<file path="config.mk">
export PLATFORM = sky130hd
export DESIGN_NAME = adder32_flat
export DESIGN_NICKNAME = d
export VERILOG_FILES = /design/src/rtl/adder32_if.sv /design/src/rtl/adder32.sv /design/src/flat_wrapper.sv
export SDC_FILE = /design/constraint.sdc
export NUM_CORES = 1
export LEC_CHECK = 0
export CORE_ASPECT_RATIO = 2
export CORE_MARGIN = 2
export CORE_UTILIZATION = 42
export CTS_CLUSTER_DIAMETER = 60
export CTS_CLUSTER_SIZE = 8
export DETAILED_ROUTE_END_ITERATION = 10
export PLACE_DENSITY = 0.8
export SLEW_MARGIN = 5
export SYNTH_ARGS = -nofsm -noshare
export SYNTH_HDL_FRONTEND = slang
export SYNTH_SLANG_ARGS = --single-unit
</file>
<file path="constraint.sdc">
create_clock -name clk -period 1.1 [get_ports clk]
set_input_delay 0.275 -clock clk [delete_from_list [all_inputs] [get_ports clk]]
set_output_delay 0.275 -clock clk [all_outputs]
set_load 0.1 [all_outputs]
</file>
<file path="src/rtl/adder32_if.sv">
// Operand/result bundle for the adder32 arithmetic core.
interface adder32_if #(
  parameter int unsigned WIDTH = 32
);
  logic [WIDTH-1:0] A;
  logic [WIDTH-1:0] B;
  logic             Cin;
  logic [WIDTH-1:0] S;
  logic             Cout;

  modport master (output A, output B, output Cin, input S, input Cout);
  modport slave  (input A, input B, input Cin, output S, output Cout);
endinterface

</file>
<file path="src/rtl/adder32.sv">
// adder32: WIDTH-bit adder with carry-in/carry-out and one registered
// output stage. Built from 4-bit carry-lookahead groups whose group
// carries ripple from group to group.
module adder32 #(
  parameter int unsigned WIDTH = 32
) (
  input  logic      clk,
  input  logic      rst_n,
  adder32_if.slave  bus
);

  localparam int unsigned NGROUPS = WIDTH / 4;

  logic [WIDTH-1:0] g;
  logic [WIDTH-1:0] p;
  logic [WIDTH-1:0] carry;
  logic [WIDTH-1:0] sum_c;
  logic             cout_c;
  logic             gcin;
  logic [3:0]       gg;
  logic [3:0]       pp;
  logic [4:1]       gc;

  logic [WIDTH-1:0] s_q;
  logic             cout_q;

  // Per-bit generate and propagate terms.
  always_comb begin
    g = bus.A & bus.B;
    p = bus.A ^ bus.B;
  end

  // Lookahead inside each 4-bit group; group carry-out feeds the next group.
  always_comb begin
    carry = '0;
    gcin  = bus.Cin;
    gg    = '0;
    pp    = '0;
    gc    = '0;
    for (int unsigned k = 0; k < NGROUPS; k++) begin
      gg    = g[4*k +: 4];
      pp    = p[4*k +: 4];
      gc[1] = gg[0] | (pp[0] & gcin);
      gc[2] = gg[1] | (pp[1] & gg[0]) | (pp[1] & pp[0] & gcin);
      gc[3] = gg[2] | (pp[2] & gg[1]) | (pp[2] & pp[1] & gg[0])
            | (pp[2] & pp[1] & pp[0] & gcin);
      gc[4] = gg[3] | (pp[3] & gg[2]) | (pp[3] & pp[2] & gg[1])
            | (pp[3] & pp[2] & pp[1] & gg[0])
            | (pp[3] & pp[2] & pp[1] & pp[0] & gcin);
      carry[4*k +: 4] = {gc[3], gc[2], gc[1], gcin};
      gcin = gc[4];
    end
    cout_c = gcin;
    sum_c  = p ^ carry;
  end

  // Output register: loads the combinational result every cycle.
  always_ff @(posedge clk or negedge rst_n) begin
    if (!rst_n) begin
      s_q    <= '0;
      cout_q <= 1'b0;
    end else begin
      s_q    <= sum_c;
      cout_q <= cout_c;
    end
  end

  assign bus.S    = s_q;
  assign bus.Cout = cout_q;

endmodule

</file>
<file path="src/flat_wrapper.sv">
// flat-port wrapper written by rule: the top's interface ports become plain ports
module adder32_flat 
#(
  parameter int unsigned WIDTH = 32
)
  (clk, rst_n, bus_A, bus_B, bus_Cin, bus_S, bus_Cout);
  adder32_if #(.WIDTH(WIDTH)) bus_i ();
  input  logic clk;
  input  logic rst_n;
  input wire logic [$bits(bus_i.A)-1:0] bus_A;
  input wire logic [$bits(bus_i.B)-1:0] bus_B;
  input wire logic [$bits(bus_i.Cin)-1:0] bus_Cin;
  output wire logic [$bits(bus_i.S)-1:0] bus_S;
  output wire logic [$bits(bus_i.Cout)-1:0] bus_Cout;
  assign bus_i.A = bus_A;
  assign bus_i.B = bus_B;
  assign bus_i.Cin = bus_Cin;
  assign bus_S = bus_i.S;
  assign bus_Cout = bus_i.Cout;
  adder32 #(.WIDTH(WIDTH)) u_core (.clk(clk), .rst_n(rst_n), .bus(bus_i));
endmodule
</file>
==> reports/results.tsv, run 1 <==
metric	value	unit
Seq cells post-synth	33	
CTS H-tree lvls	2	
Stop stage	global routing (5_1_grt)	
Post-CTS Hold Buffers	0	
clock sinks	33	
DP Wirelength	6240	microns
Syn Nets	313	
Mapped Area	0.00226	sq mm
count of port buffers added during placement	99	
status	did not finish	
Log Error	[ERROR DPL-0038] Utilization greater than 100%, impossible to legalize	
Initial Util	0.436	
cell with the most instances after synthesis	dfrtp_1	
commonest register cell after synthesis	dfrtp_1	
Worst EP Category	register data pin	
Commonest cells post-synth	33 x dfrtp_1, 32 x ha_1, 14 x a21oi_1, 14 x xor2_1	
gpl congestion	0.843	
I/O Pins	100	
Synth cell types	42	
synthesized area per cell	11.0	sq um
Placed Instance Area	0.00437	sq mm
chip width	55.9	microns
FP Rows	37	
post-synth top area share	0.366	
pin count of the biggest net entering global routing	34	
EDFF count, synth	0	
largest area contributor in the netlist	dfrtp_1	
synth top area cells	dfrtp_1 37%, ha_1 18%, fa_1 7.1%	
clock root buffer	clkbuf_8	
grt repair worst endpoint	u_core.bus.S[28]$_DFF_PN0_/D	
DIE HEIGHT	108	microns
CTS Buffer Depth	2	
Syn. warnings	0	
Post-Syn Instances	206	
Async S/R FF share, synth	1.00	
number of CTS-inserted buffers	5	
register area share after synthesis	0.366	
-- cells by family after synthesis --
group / Yosys count / synth area share
flip-flops: 33 / 0.366
buffers and inverters: 8 / 0.0133
adder cells (fa/ha/maj): 40 / 0.248
AND/OR/NAND/NOR: 44 / 0.0997
multiplexers: 1 / 0.00499
AO/OA/AOI/OAI: 60 / 0.191
XOR/XNOR: 20 / 0.0776
-- stage by stage --
stage	util	hold WS [ns]	TNS, ns	setup slack (ns)	instances
detailed placement	0.842	0.673	-44.42	-1.81	420
floorplan	-	-0.0206	-20.00	-1.17	206
CTS	0.953	0.274	-23.77	-1.08	450
global placement	0.842	0.670	-41.51	-1.74	420
-- repair_timing --
item	CTS
setup buffers	26
setup endpoints to repair	66
pin swaps	79
resized for setup	237
==> run 2: changes to the inputs <==
Settings changed: CORE_ASPECT_RATIO 2 to unset, CORE_UTILIZATION 42 to 27, CTS_CLUSTER_DIAMETER 60 to unset, CTS_CLUSTER_SIZE 8 to unset, PLACE_DENSITY 0.8 to unset, PLACE_DENSITY_LB_ADDON set to 0.15.
==> run 2 against run 1 <==
  * The flow now finishes, with violations (setup timing)
  * Synthesized area did not move
  * Synthesized cell count did not move
==> reports/results.tsv, run 2 <==
metric	value	unit	change
Async S/R FF share, synth	1.00		unchanged
Post-Syn Instances	206		unchanged
CTS Buffer Depth	2		unchanged
number of CTS-inserted buffers	5		unchanged
post-route clock period utilization	1.95		
failing checks	setup timing		
Syn. warnings	0		unchanged
clock root buffer	clkbuf_8		
Place WS	-1.77	ns	+0.0337 ns
gpl congestion	0.774		-8.2%
n_diodes	0		
Crit path largest cell delay	0.45	ns	
commonest register cell after synthesis	dfrtp_1		
critical path required time	1.26	ns	
Tightest Pin Transition	0.360	ns	
Hold WC Path Type	primary input to register		
Leakage Power	0.00219	uW	
core footprint	0.00818	sq mm	
status	finished, violations left		
synth top area cells	dfrtp_1 37%, ha_1 18%, fa_1 7.1%		
most common cell after layout, fill and taps aside	buf_4		
die area	0.00911	sq mm	
Initial Util	0.276		-0.159
hold_sp	bus_B[16]		
Tmin final	2.15	ns	
setup repair after global routing missed its margin	true		
register area share after synthesis	0.366		unchanged
Seq cells post-synth	33		unchanged
Setup Crit Path Kind	primary input to register		
peak supply drop	745	uV	
fin. max-slew vios	0		
DIE HEIGHT	95.5	microns	-11%
CP Launch Point	bus_A[11]		
Commonest cells post-synth	33 x dfrtp_1, 32 x ha_1, 14 x a21oi_1, 14 x xor2_1		
synthesized area per cell	11.0	sq um	unchanged
chip width	95.5	microns	+71%
Max Freq	465	MHz	
share of layout cells above drive strength 1	0.684		
Iteration-0 DRC Markers	16		
Placed Instance Area	0.00444	sq mm	+1.7%
Pwr Density	1500	mW/mm^2	
CP endpoint kind	register		
GRT Residual Overflow	0		
EDFF count, synth	0		unchanged
clock sinks	33		unchanged
Synth cell types	42		unchanged
Worst path slowest cell	fa_2		
Slew HR	0.758		
post-synth top area share	0.366		unchanged
number of max-cap violations	0		
most used cell along the critical path	buf_6		
Hold Vio Cnt, Final	0		
first-pass GRT wire length	10700	microns	
Routed Antenna Nets	0		
DR WL/cell	13.4	microns	
CTS H-tree lvls	2		unchanged
Critical Path, Cell by Cell	buf_6 -> ha_4 -> nand4_1 -> a31oi_2 -> nor3_2 -> and2_4 -> a22oi_4 -> buf_6 -> a21oi_4 -> o21ai_2 -> fa_2		
Final setup viols	63		
number of nets in the layout	502		
final WL	6700	microns	
Worst-path clk slew	0.07	ns	
pin count of the biggest net entering global routing	34		
tightest hold margin	0.302	ns	
critical path arrival	2.31	ns	
CTS tree	done		
number of antenna violations at the first check in global routing	0		
area delta synth->final	122	%	
Max FO, Critical Path	4		
I/O Pins	100		unchanged
Mapped Area	0.00226	sq mm	unchanged
count of port buffers added during placement	99		unchanged
DP Wirelength	4970	microns	-20%
DRC	0		
gr usage total	0.150		
Vias/cell	4.53		
PnR worst setup slack	-1.05	ns	
largest area contributor in the netlist	dfrtp_1		
Vias	2269		
Finished Cell Area	0.00502	sq mm	
Largest register FFs	32		
Syn Nets	313		unchanged
FP Rows	33		-11%
vias in the first global route	2481		
cell with the most instances after synthesis	dfrtp_1		
crit start category	primary input		
drt first pass iters	4		
most frequent cells in the layout	67 x buf_4, 34 x buf_12, 32 x dfrtp_2, 26 x buf_6, 23 x clkdlybuf4s50_1		
==> run 2: cell families after synthesis <==
kind of cell,synth area share
AND/OR/NAND/NOR,0.0997
multiplexers,0.00499
buffers and inverters,0.0133
XOR/XNOR,0.0776
adder cells (fa/ha/maj),0.248
flip-flops,0.366
AO/OA/AOI/OAI,0.191
==> run 2: power by group <==
group	leakage, uW	switching [uW]	internal, uW
combinational	0.00180	2820	2070
clock	0.0000395	447	450
sequential	0.000353	220	1520
total	0.00219	3490	4040
==> run 2: final timing paths <==
check,endpoint,slack (ns),cells past startpoint
worst min-delay path,u_core.bus.S[16],0.30,2
worst max-delay path,u_core.bus.S[28],-1.05,11
max in group asynchronous,u_core.bus.S[23],0.40,3
min in group asynchronous,u_core.bus.S[9],0.50,3
==> run 2: worst max-delay path: cells and delay by family <==
family                   cells  cell delay (ns)
AND/OR/NAND/NOR              3             0.37
AO/OA/AOI/OAI                4             0.71
adder cells (fa/ha/maj)      2             0.73
buffers and inverters        2             0.22
==> run 2: through the flow <==
stage | utilization | TNS (ns) | total power [uW] | instances
detailed placement | 0.544 | -42.79 | 6310 | 470
CTS | 0.597 | -22.64 | 7490 | 496
floorplan | - | -20.00 | 4290 | 206
global placement | 0.544 | -42.06 | 6260 | 470
global route | 0.614 | -26.31 | 7880 | 501
finish | 0.614 | -23.36 | 7530 | 501
==> run 2: final cells by class <==
class / instances / area (sq um)
Clock buffer: 8 / 80.1
Sequential cell: 33 / 866
Timing Repair Buffer: 182 / 1940
Multi-Input combinational cell: 165 / 1980
Inverter: 8 / 30.0
Tap cell: 105 / 131
Fill cell: 660 / 3160
==> run 2: routing by layer <==
| metal | vias to the layer above | part of all wire | track usage |
|---|---|---|---|
| met5 | - | 0 | 0 |
| met4 | 0 | 0.016 | 0.0560 |
| met3 | 9 | 0.040 | 0.0213 |
| met2 | 57 | 0.56 | 0.289 |
| met1 | 1086 | 0.38 | 0.165 |
| li1 | 1117 | - | - |
==> run 2: what timing repair did <==
action,in CTS,in global routing
pin swaps,58,44
setup endpoints to repair,66,63
hold buffers,1,0
resized for setup,214,26
endpoints found under the hold margin,33,0
buffers inserted,21,10
(Power assumes the default switching activity.)
